<file path="config.mk">
export PLATFORM = sky130hd
export DESIGN_NAME = angle_reducer
export DESIGN_NICKNAME = d
export VERILOG_FILES = /design/src/rtl/angle_reducer_pkg.sv /design/src/rtl/angle_reducer.sv
export SDC_FILE = /design/constraint.sdc
export NUM_CORES = 1
export LEC_CHECK = 0
export ABC_AREA = 1
export BUFFER_PORTS_ARGS = -buffer_cell sky130_fd_sc_hd__buf_2
export CAP_MARGIN = 30
export CORE_MARGIN = 2
export CORE_UTILIZATION = 50
export CTS_BUF_LIST = sky130_fd_sc_hd__clkbuf_16
export CTS_CLUSTER_SIZE = 24
export DETAILED_ROUTE_END_ITERATION = 12
export PLACE_DENSITY_LB_ADDON = 0.1
export SLEW_MARGIN = 20
export SYNTH_ARGS = -nofsm -noshare
export SYNTH_HDL_FRONTEND = slang
export SYNTH_SLANG_ARGS = --single-unit
</file>
<file path="constraint.sdc">
create_clock -name clock -period 3.7 [get_ports clock]
set_input_delay 0.74 -clock clock [delete_from_list [all_inputs] [get_ports clock]]
set_output_delay 0.74 -clock clock [all_outputs]
set_load 0.01 [all_outputs]
</file>
<file path="src/rtl/angle_reducer_pkg.sv">
// angle_reducer_pkg: shared constants and FSM state encoding for the
// angle reducer. Angles are fixed point with FXP_SHIFT fractional bits
// (Q8.23 on the raw input side).
package angle_reducer_pkg;

    localparam int FXP_SHIFT = 23;

    localparam int unsigned PI      = 32'd26353589;
    localparam int unsigned TWO_PI  = 32'd52707178;
    localparam int unsigned HALF_PI = 32'd13176794;

    typedef enum logic [2:0] {
        IDLE,
        ABS,
        MOD,
        FOLD_PI,
        FOLD_HALF,
        ISSUE
    } state_t;

endpackage

</file>
<file path="src/rtl/angle_reducer.sv">
// angle_reducer: reduces a signed Q8.23 angle to [0, PI/2] (+1 lsb) for a
// downstream cosine stage, plus a flag telling that stage to negate its
// result. Pipeline: |x| -> x mod 2*PI (6 shifted conditional subtracts)
// -> fold about PI -> fold about PI/2 -> issue.
//
// Ports:
//   clock      rising-edge clock
//   reset      asynchronous, active-high reset
//   in_valid   in_angle is valid (taken only while in_ready)
//   in_ready   idle, can accept a new angle
//   in_angle   raw angle, Q8.23 signed
//   start      level request to cosine stage, held until cos_ready
//   cos_ready  cosine stage acknowledge (only looked at while start is high)
//   regAngle   reduced angle, Q1.23, stable while start is high
//   neg_flag   cosine result must be negated, stable while start is high
//   quadrant   {fold about PI taken, fold about PI/2 taken}; present only
//              when ANGLE_RED_QUAD_EN is defined
module angle_reducer
    import angle_reducer_pkg::*;
#(
    parameter int W  = 24,
    parameter int IW = 32
) (
    input  logic          clock,
    input  logic          reset,
    input  logic          in_valid,
    output logic          in_ready,
    input  logic [IW-1:0] in_angle,
    output logic          start,
    input  logic          cos_ready,
    output logic [W-1:0]  regAngle,
    output logic          neg_flag
`ifdef ANGLE_RED_QUAD_EN
    ,
    output logic [1:0]    quadrant
`endif
);

    localparam int XW = IW + 1;

    localparam logic [IW:0] PI_X      = XW'(PI);
    localparam logic [IW:0] TWO_PI_X  = XW'(TWO_PI);
    localparam logic [IW:0] HALF_PI_X = XW'(HALF_PI);

    // Most negative input has no positive twin; clamp it to the max positive.
    localparam logic [IW-1:0] MOST_NEG = {1'b1, {(IW-1){1'b0}}};
    localparam logic [IW:0]   SAT_POS  = {2'b00, {(IW-1){1'b1}}};

    state_t        state;
    logic [IW:0]   x;
    logic [2:0]    k;
    logic [IW-1:0] x_neg;

    function automatic logic [IW:0] cond_sub(input logic [IW:0] a, input logic [IW:0] b);
        return (a >= b) ? (a - b) : a;
    endfunction

    assign in_ready = (state == IDLE);
    assign x_neg    = -x[IW-1:0];

    always_ff @(posedge clock or posedge reset) begin
        if (reset) begin
            state    <= IDLE;
            x        <= '0;
            k        <= '0;
            start    <= 1'b0;
            regAngle <= '0;
            neg_flag <= 1'b0;
`ifdef ANGLE_RED_QUAD_EN
            quadrant <= 2'b00;
`endif
        end else begin
            case (state)
                IDLE: begin
                    if (in_valid) begin
                        x     <= {1'b0, in_angle};
                        state <= ABS;
                    end
                end
                ABS: begin
                    if (x[IW-1]) begin
                        x <= (x[IW-1:0] == MOST_NEG) ? SAT_POS : {1'b0, x_neg};
                    end
                    k     <= 3'd5;
                    state <= MOD;
                end
                MOD: begin
                    // Restoring-division style: subtract 2*PI*2^k where it fits,
                    // leaving x mod 2*PI after k reaches 0.
                    x <= cond_sub(x, TWO_PI_X << k);
                    if (k == 3'd0) state <= FOLD_PI;
                    else           k     <= k - 3'd1;
                end
                FOLD_PI: begin
                    if (x >= PI_X) x <= TWO_PI_X - x;
`ifdef ANGLE_RED_QUAD_EN
                    quadrant[1] <= (x >= PI_X);
`endif
                    state <= FOLD_HALF;
                end
                FOLD_HALF: begin
                    if (x >= HALF_PI_X) begin
                        x        <= PI_X - x;
                        neg_flag <= 1'b1;
                    end else begin
                        neg_flag <= 1'b0;
                    end
`ifdef ANGLE_RED_QUAD_EN
                    quadrant[0] <= (x >= HALF_PI_X);
`endif
                    state <= ISSUE;
                end
                ISSUE: begin
                    // First ISSUE cycle registers the request; cos_ready is
                    // only honoured once start is actually visible.
                    if (!start) begin
                        start    <= 1'b1;
                        regAngle <= x[W-1:0];
                    end else if (cos_ready) begin
                        start <= 1'b0;
                        state <= IDLE;
                    end
                end
                default: state <= IDLE;
            endcase
        end
    end

endmodule

</file>
# Yosys cells after proc, flatten, opt, wreduce, memory -nomap -nowiden

Index checks and enable logic that the tools add are counted.

Eq/ne operators: 15
Reduce and logical (&&, ||, !) cells: 9
Bitwise gates (word level): 1
Divide/modulo/power cells: 0
Muxes and demuxes: 17
Add/subtract/negate cells: 5
Multipliers: 0
Shift operators: 1
$lt $le $gt $ge: 3

Operators by type and width:

| operator                                                             | number |
|---|---|
| two-way mux 33 bit                                                   | 5 |
| one-hot mux 33 bit (5 select lines)                                  | 1 |
| greater-or-equal comparator 33 x 24 -> 1 bit (second input constant) | 1 |
| greater-or-equal comparator 33 x 25 -> 1 bit (second input constant) | 1 |
| greater-or-equal comparator 33 bit                                   | 1 |
| left shift 26 x 3 -> 33 bit (first input constant)                   | 1 |
| subtractor 25 x 33 -> 33 bit (first input constant)                  | 1 |
| subtractor 26 x 33 -> 33 bit (first input constant)                  | 1 |
| subtractor 33 bit                                                    | 1 |
| == test 32 bit (second input constant)                               | 1 |
| two-way mux 32 bit                                                   | 1 |
| negator 32 bit                                                       | 1 |
| != test 2 bit (second input constant)                                | 9 |
| one-hot mux 3 bit (6 select lines)                                   | 1 |
| two-way mux 3 bit                                                    | 5 |
| == test 3 x 2 -> 1 bit (second input constant)                       | 2 |
| == test 3 bit (second input constant)                                | 2 |
| logical NOT 3 bit                                                    | 2 |
| one-hot mux 3 bit (2 select lines)                                   | 1 |
| AND reduction 6 bit                                                  | 1 |
| AND reduction 5 bit                                                  | 1 |
| nonzero test 5 bit                                                   | 1 |
| AND reduction 2 bit                                                  | 2 |
| AND reduction 4 bit                                                  | 1 |
| other kinds (5)                                                      | 7 |

Bits in writable memories: 0
Output and inout bits: 27
Memories: 0
Bits in read-only memories: 0
Logic and storage cells: 58
Register bits: 65
Latch bits: 0
Bits of input ports: 36

# Logic depth before layout (Yosys ltp)

Gate-level depths: netlist (run 1).

Word-level depth: 4
Depth in mapped cells: 21
Depth with buffers taken out: 21

# Least setup slack after synthesis (run 1)

OpenSTA, ideal clock, no wires.

Kind: reg2reg
From: register k[2]
To: register x[14]
Clock period less this slack: 2.713 ns
Cell stages (with the launch flop): 18
Arrival time: 2.589 ns
Path buffers: 3
Path slack: 0.987 ns
Setup time: 0.124 ns
Required time: 3.576 ns
Cells stage by stage: dfrtp_1 clkbuf_1 inv_1 buf_1 o21ai_0 ha_1 nand2_2 nor2_1 inv_2 nor3_2 nand2_1 nand3_2 nand2_1 nand2_2 nand3_4 nor2_8 buf_6 o21ai_1

Longest elaborated chain between the ends: 4
Elaborated cells between the ends (all ways): 7
Classes of those cells: 1 x add/sub; 1 x order compare; 1 x eq/ne; 1 x shift; 2 x mux; 1 x reduce/logical

Ends and longest elaborated chain:

| item                                                                       | line                | RTL |
|---|---|---|
| start: declaration                                                         | angle_reducer.sv:51 | `logic [2:0] k;` |
| start signal: assignment                                                   | angle_reducer.sv:92 | `else k <= k - 3'd1;` |
| left shift 26 x 3 -> 33 bit (*)                                            | angle_reducer.sv:90 | `x <= cond_sub(x, TWO_PI_X << k);` |
| subtractor 33 bit or greater-or-equal comparator 33 bit (tied branches)    | angle_reducer.sv:55 | `return (a >= b) ? (a - b) : a;` |
| two-way mux 33 bit or != test 2 bit (tied branches)                        | --                  |  |
| one-hot mux 33 bit (5 select lines) or AND reduction 6 bit (tied branches) | --                  |  |
| end signal: assignment                                                     | angle_reducer.sv:76 | `x <= {1'b0, in_angle};` |
| end signal: assignment                                                     | angle_reducer.sv:90 |  |
| end signal: assignment                                                     | angle_reducer.sv:95 | `if (x >= PI_X) x <= TWO_PI_X - x;` |
| end: declaration                                                           | angle_reducer.sv:50 | `logic [IW:0] x;` |

Every way passes the cells marked *; elsewhere a longest branch is shown, timed or not. The select of a mux whose other input is x is not followed.
A chain may end at the register's enable or synchronous reset.

# Worst setup path after layout (run 1)

From: register k[0]
To: register x[10]

Same word-level chain as after synthesis.

==> impl_metrics.csv, run 1 <==
group,metric,value,unit
floorplan,chipWidth,145,µm
sta,min_period_over_period,92.8,%
clock_network,clk_sinks,65,
logic_synthesis,postSynthRegisterBits,65,
job,cap_violations,0,
routing,vias,12200,
sta,setup_tns,0,ps
clock_network,tritoncts,"yes",
pwr,p_int,4.44,mW
pwr,peakVddDrop,0.360,mV
layout,n_fill_cell,2130,
logic_synthesis,synth_nets,1923,
critical_path,critical_path_class,"reg -> reg",
floorplan,dieArea,20900,µm²
layout,area_added_between_synthesis_and_finish,7.77,%
layout,layout.cells.non_filler,2147,
clock_network,cts-buffers-inserted,9,
logic_synthesis,synthArstFlopShare,100,%
logic_synthesis,yosysSeqAreaShare,16.4,%
floorplan,floorplan.initialDensity,50.8,%
worst_hold_path,hold_path.class,"reg -> reg",
clock_network,cts.reportedPaths.clkPinSlew,60,ps
global_route,antenna_found_initial,0,
clock_network,clk_path_buf_depth,2,
logic_synthesis,synth_area_per_cell,5.38,µm²
routing,drt_iter0_markers,1595,
floorplan,ioPinCount,63,
logic_synthesis,synth_unique_cells,49,
logic_synthesis,yosysTopAreaCell,"sky130_fd_sc_hd__nand2_1",
global_route,grt_start_max_net_pins,66,
floorplan,placeableCoreArea,19500,µm²
logic_synthesis,synth-edff-count,0,
sta,achievable-frequency,291,MHz
sta,maxSlewHeadroom,44.3,%
sta,final_hold_viol_count,0,
sta,tightest_slew,836,ps
routing,postRouteAntennaNets,0,
critical_path,required_time_reported_for_the_critical_path_endpoint,3970,ps
placed_design,io_buffer_count,62,
global_route,globalRoute.totalOverflow,0,
clock_network,worstSkewPairLatency,350,ps
pwr,leakage,5.66,nW
logic_synthesis,ys_dominant_reg_cell,"sky130_fd_sc_hd__dfrtp_1",
clock_network,cts.htree.levels,3,
global_route,grt_pass1_wl,61000,µm
status,status,"completed",
routing,detailedRoute.firstPassIterationCount,6,
sta,worst_clock_skew,14.7,ps
layout,antenna_cells_inserted,0,
placed_design,place_congestion,1.03,
placed_design,numPlacedInstances,2130,
pwr,power_switching,7.72,mW
floorplan,floorplan.rows,51,
routing,remaining_drc_errors,0,
floorplan,die_h,145,µm
routing,drt-vias-per-instance,5.70,
routing,drt-total-wl,40700,µm
pwr,p_per_area,1140,nW/µm²
layout,layout.nets,1962,
layout,layout-drive-gt1-share,9.56,%
clock_network,clockRootBuffer,"sky130_fd_sc_hd__clkbuf_16",
critical_path,crit_path_max_fo,15,
pwr,clock_power_share,6.8,%
critical_path,kind_of_start_point_of_the_critical_path,"register",
global_route,vias_in_the_first_global_route,10800,
global_route,groute.usage.overall,39.1,%
sta,finalWorstPathRequiredPeriod,3430,ps
clock_network,cts_resized,0,
pwr,netSwitchingFraction,63.5,%
pwr,pwr-share-comb,77.5,%
sta,finalSetupViolCount,0,
routing,avgRoutedWirePerCell,19.0,µm
pwr,sequentialPowerShare,15.7,%
placed_design,dpl.hpwl,33100,µm
logic_synthesis,syn-instance-count,1839,
sta,grt_setup_unrepaired,"false",
critical_path,critical_path.endpoint_type,"register",
logic_synthesis,netlist.area_leader.share,24.3,%
sta,timing.final.max_slew_violations,0,
logic_synthesis,yosys_warnings,0,
logic_synthesis,synth_area_leaders,"sky130_fd_sc_hd__nand2_1, sky130_fd_sc_hd__dfrtp_1, sky130_fd_sc_hd__nand3_1",
logic_synthesis,synthesis.area,9890,µm²
critical_path,worstPathArrival,3700,ps
## cell usage in the layout, fill, tap and decap left out, types with 16 or more instances in the layout
master and count:
sky130_fd_sc_hd__nand4_1 44, sky130_fd_sc_hd__nor3_1 19, sky130_fd_sc_hd__inv_1 224, sky130_fd_sc_hd__buf_4 21, sky130_fd_sc_hd__nand3_1 184, sky130_fd_sc_hd__nor2_1 231, sky130_fd_sc_hd__dfrtp_1 65, sky130_fd_sc_hd__inv_2 21
sky130_fd_sc_hd__o21ai_0 116, sky130_fd_sc_hd__a21oi_1 64, sky130_fd_sc_hd__nand2_1 639, sky130_fd_sc_hd__buf_2 62, sky130_fd_sc_hd__ha_1 48, sky130_fd_sc_hd__xor2_1 16
## sequential cells by signal (all words and copies together), names as in the netlist
register,flops
k,3
neg_flag,1
start,1
x,33
state,3
regAngle,24
## layout make-up
| class | instances | area, µm² | area share (%) |
|---|---|---|---|
| Sequential cell | 65 | 1630 | 15.3 |
| Timing Repair Buffer | 84 | 488 | 4.58 |
| Clock buffer | 9 | 225 | 2.11 |
| Inverter | 253 | 951 | 8.92 |
| Multi-Input combinational cell | 1465 | 6990 | 65.6 |
| Tap cell | 265 | 332 | 3.11 |
| Clock inverter | 6 | 43.8 | 0.411 |
## critical path, stage by stage (launching register included)
cell and delay, ps:
sky130_fd_sc_hd__dfrtp_1 470, sky130_fd_sc_hd__inv_1 180, sky130_fd_sc_hd__ha_1 380, sky130_fd_sc_hd__nor2_1 70, sky130_fd_sc_hd__inv_1 130, sky130_fd_sc_hd__o21ai_0 110, sky130_fd_sc_hd__ha_1 360, sky130_fd_sc_hd__nand2_1 110
sky130_fd_sc_hd__nor2_1 240, sky130_fd_sc_hd__nand2_1 160, sky130_fd_sc_hd__nor3_1 270, sky130_fd_sc_hd__nor2_1 90, sky130_fd_sc_hd__nand2_2 120, sky130_fd_sc_hd__nand3_4 150, sky130_fd_sc_hd__nor2_4 220, sky130_fd_sc_hd__buf_12 180
sky130_fd_sc_hd__nand2_2 60, sky130_fd_sc_hd__o21ai_2 50
## stage by stage
stage,area (µm²),util (%),setup WS (ps),power [mW],hold WS (ps)
3_5_place_dp,10400,53.2,207,10.9,468
2_1_floorplan,9890,-,987,8.47,519
3_3_place_gp,10400,53.2,317,10.9,464
4_1_cts,10600,54.6,190,11.8,484
5_1_grt,10700,54.8,6.58,13.3,507
6_report,10700,54.8,267,12.2,481
## power by group through the flow
stage	clock [mW]	combinational, mW	sequential, mW
after floorplan	0	7.10	1.38
after global placement	0	9.00	1.85
after detailed placement	0	9.09	1.86
after CTS	0.823	9.13	1.85
after global routing	0.848	10.5	1.95
final	0.828	9.42	1.91
## cell usage after synthesis (2+ instances only)
| cell type | number |
|---|---|
| sky130_fd_sc_hd__clkbuf_1 | 17 |
| sky130_fd_sc_hd__o21bai_1 | 4 |
| sky130_fd_sc_hd__inv_2 | 20 |
| sky130_fd_sc_hd__a31oi_1 | 4 |
| sky130_fd_sc_hd__nor2_1 | 231 |
| sky130_fd_sc_hd__nand4_1 | 44 |
| sky130_fd_sc_hd__nand2_1 | 639 |
| sky130_fd_sc_hd__or2_2 | 6 |
| sky130_fd_sc_hd__o21ai_0 | 116 |
| sky130_fd_sc_hd__o22ai_1 | 2 |
| sky130_fd_sc_hd__nand3_1 | 184 |
| sky130_fd_sc_hd__clkinv_1 | 7 |
| sky130_fd_sc_hd__nand2_2 | 13 |
| sky130_fd_sc_hd__nor2_2 | 13 |
| sky130_fd_sc_hd__o21ai_2 | 6 |
| sky130_fd_sc_hd__dfrtp_1 | 65 |
| sky130_fd_sc_hd__a21oi_1 | 64 |
| sky130_fd_sc_hd__and2_1 | 3 |
| sky130_fd_sc_hd__nor2_4 | 6 |
| sky130_fd_sc_hd__ha_1 | 48 |
| sky130_fd_sc_hd__xor2_1 | 16 |
| sky130_fd_sc_hd__nor3b_1 | 2 |
| sky130_fd_sc_hd__nand2_4 | 5 |
| sky130_fd_sc_hd__nand3b_1 | 8 |
| sky130_fd_sc_hd__inv_1 | 225 |
| sky130_fd_sc_hd__nand3_2 | 3 |
| sky130_fd_sc_hd__buf_6 | 5 |
| sky130_fd_sc_hd__buf_2 | 21 |
| sky130_fd_sc_hd__buf_4 | 11 |
| sky130_fd_sc_hd__o21ai_1 | 14 |
| sky130_fd_sc_hd__nor3_1 | 19 |
## repair_timing
| action | in CTS | in global routing |
|---|---|---|
| endpoints found under the setup margin | 0 | 24 |
| hold buffers | 0 | 0 |
| buffers inserted | 0 | 1 |
## layer usage
layer  track usage, %  up-vias  routed length [µm]
li1                 -     5931                   -
met1             50.9     5557               16200
met2             65.1      643               18800
met3             5.03      104                3820
met4             16.8        0                1920
met5                0        -                   0
## logic make-up after synthesis
| group | Yosys count | synth area share [%] |
|---|---|---|
| simple gates | 1182 | 51.3 |
| compound gates | 217 | 11.7 |
| fa+ha+maj | 48 | 6.07 |
| xor+xnor | 17 | 1.51 |
| flops | 65 | 16.4 |
| buf+inv | 310 | 13.0 |
## final timing paths
kind	slack [ps]	start	to	cells after the start
worst max-delay path	270	k[0]$_DFFE_PP0P_	x[10]$_DFFE_PP0P_	17
worst min-delay path	480	regAngle[2]$_DFFE_PP0P_	regAngle[2]$_DFFE_PP0P_	2
worst max register to register	270	k[0]$_DFFE_PP0P_	x[10]$_DFFE_PP0P_	17
worst min register to register	480	regAngle[2]$_DFFE_PP0P_	regAngle[2]$_DFFE_PP0P_	2
max in group asynchronous	2510	reset	regAngle[15]$_DFFE_PP0P_	3
min in group asynchronous	640	reset	start$_DFFE_PP0N_	3
Note: power is estimated with default switching activity, not from simulation.
==> run 2, diff against run 1 <==
PLACE_DENSITY = 0.77   (was default)
PLACE_DENSITY_LB_ADDON = default   (was 0.1)
SLEW_MARGIN = default   (was 20)
==> run 2 against run 1 <==
Net effect:
- sequential share of layout area about the same
- worst hold slack got worse by 210 ps
- first-iteration DRC count shrank 18%
- power rose by 1.1%
- routed wire length up 2.2%
- utilization about the same
==> impl_metrics.csv, run 2 (synthesis results as in run 1) <==
group,metric,value,unit
status,status,"completed",
pwr,peakVddDrop,0.403,mV
layout,commonest_non_fill_non_tap_cell_in_the_layout,"sky130_fd_sc_hd__nand2_1",
sta,tightest_slew,805,ps
sta,timing.final.max_slew_violations,0,
critical_path,crit_chain,"inv_1 > ha_1 > nor2_1 > inv_1 > o21ai_0 > ha_1 > nand2_1 > inv_1 > nand2_1 > nor2_1 > nand2_1 > nor3_1 > nor2_1 > nand2_2 > nand3_4 > nor2_8 > buf_12 > nand2_1 > o21ai_1",
placed_design,place_congestion,0.991,
critical_path,rr_worst_depth,19,
pwr,leakage,5.65,nW
global_route,grt_start_max_net_pins,60,
placed_design,io_buffer_count,62,
critical_path,crit_top_cell,"sky130_fd_sc_hd__nand2_1",
routing,drt_iter0_markers,1310,
sta,min_period_over_period,91.6,%
sta,achievable-frequency,295,MHz
placed_design,dpl.hpwl,33800,µm
layout,registers.top_by_ff_count,"x",
layout,layout.nets,1957,
clock_network,cts.reportedPaths.clkPinSlew,60,ps
clock_network,worstSkewPairLatency,350,ps
floorplan,die_h,145,µm
global_route,vias_in_the_first_global_route,11100,
layout,layout-drive-gt1-share,9.32,%
sta,worst_clock_skew,12.0,ps
floorplan,chipWidth,145,µm
clock_network,clockRootBuffer,"sky130_fd_sc_hd__clkbuf_16",
clock_network,cts-buffers-inserted,9,
routing,drt-vias-per-instance,5.70,
clock_network,cts.htree.levels,3,
floorplan,dieArea,20900,µm²
clock_network,cts_resized,0,
layout,final_util,54.7,%
clock_network,postCtsSetupRepairBufs,0,
critical_path,critical_path_class,"reg -> reg",
critical_path,worst_path_max_delay_cell,"sky130_fd_sc_hd__dfrtp_1",
sta,finalWorstPathRequiredPeriod,3390,ps
floorplan,floorplan.initialDensity,50.8,%
clock_network,clk_sinks,65,
clock_network,postCtsHoldBufs,0,
job,cap_violations,0,
routing,vias,12200,
routing,postRouteAntennaNets,0,
global_route,grt_pass1_wl,63300,µm
global_route,groute.usage.overall,40.7,%
critical_path,required_time_reported_for_the_critical_path_endpoint,3970,ps
layout,largest_register_ff_count,33,
routing,avgRoutedWirePerCell,19.4,µm
routing,drt-total-wl,41600,µm
layout,antenna_cells_inserted,0,
global_route,globalRoute.totalOverflow,0,
layout,area_added_between_synthesis_and_finish,7.68,%
worst_hold_path,hold_path.class,"in -> async",
sta,maxSlewHeadroom,46.3,%
critical_path,slowest_delay,480,ps
layout,n_fill_cell,2114,
floorplan,placeableCoreArea,19500,µm²
critical_path,ff2ff_setup_slack,310,ps
sta,setup_tns,0,ps
critical_path,crit_path_max_fo,35,
critical_path,kind_of_start_point_of_the_critical_path,"register",
critical_path,critical_path.endpoint_type,"register",
sta,grt_setup_unrepaired,"false",
layout,layout_common_cells,"sky130_fd_sc_hd__nand2_1, sky130_fd_sc_hd__nor2_1, sky130_fd_sc_hd__inv_1, sky130_fd_sc_hd__nand3_1, sky130_fd_sc_hd__o21ai_0",
routing,detailedRoute.firstPassIterationCount,6,
placed_design,placed_cell_area,10300,µm²
layout,layout_top_registers,"x: 33 flops, regAngle: 24 flops",
clock_network,clk_path_buf_depth,2,
critical_path,worstPathArrival,3660,ps
layout,final_design_area_no_fill,10600,µm²
pwr,p_per_area,1150,nW/µm²
routing,remaining_drc_errors,0,
global_route,antenna_found_initial,0,
clock_network,tritoncts,"yes",
sta,final_hold_viol_count,0,
floorplan,floorplan.rows,51,
floorplan,ioPinCount,63,
sta,finalSetupViolCount,0,
run 2: cell types whose count changed in the layout (fill, tap and decap cells not counted), sizes merged:
cell / before / now
buf: 84 / 80
bufinv: 0 / 1
clkinv: 12 / 9
inv: 246 / 249
nor2: 252 / 251
run 2: worst max-delay path, delay by kind of cell (launching register included):
kind / cells / cell delay (ps)
and+or+nand+nor: 11 / 1200
adders and majority gates: 2 / 770
buffers and inverters: 4 / 610
DFF: 1 / 480
AOI/OAI and AO/OA: 2 / 240
run 2: final timing paths:
path                                    startpoint                       end
max                               k[1]$_DFFE_PP0P_         x[11]$_DFFE_PP0P_
min                                          reset      state[2]$_DFFE_PP0P_
max reg2reg                       k[1]$_DFFE_PP0P_         x[11]$_DFFE_PP0P_
min reg2reg                regAngle[2]$_DFFE_PP0P_   regAngle[2]$_DFFE_PP0P_
max in group asynchronous                    reset  regAngle[23]$_DFFE_PP0P_
min in group clock         regAngle[2]$_DFFE_PP0P_   regAngle[2]$_DFFE_PP0P_
run 2: per-stage QoR:
step / setup WS, ps / power [mW] / instances / hold slack, ps
global placement: 503 / 11.0 / 2127 / 463
floorplan: 987 / 8.47 / 1839 / 519
global route: 27.6 / 13.4 / 2143 / 286
detailed placement: 381 / 11.1 / 2127 / 469
finish: 311 / 12.3 / 2143 / 269
CTS: 367 / 12.0 / 2143 / 267
run 2: power by group:
group,internal (mW),switching [mW]
registers,1.06,0.797
logic,2.92,6.63
clock network,0.527,0.361
run 2: area by class of cell:
| class | count | area [µm²] | share of cell area (%) |
|---|---|---|---|
| clock inverters | 7 | 76.3 | 0.717 |
| multi-input cells | 1464 | 6980 | 65.6 |
| well taps | 265 | 332 | 3.11 |
| inverters | 253 | 951 | 8.93 |
| clock buffers | 9 | 225 | 2.11 |
| repair buffers | 80 | 458 | 4.30 |
| flip-flops and latches | 65 | 1630 | 15.3 |
run 2: metal layers:
metal	up-vias	share of wire, %	global-route usage (%)
li1	5916	-	-
met4	0	5.5	21.2
met1	5504	40	52.9
met3	117	9.7	6.79
met5	-	0	0
met2	674	45	64.9
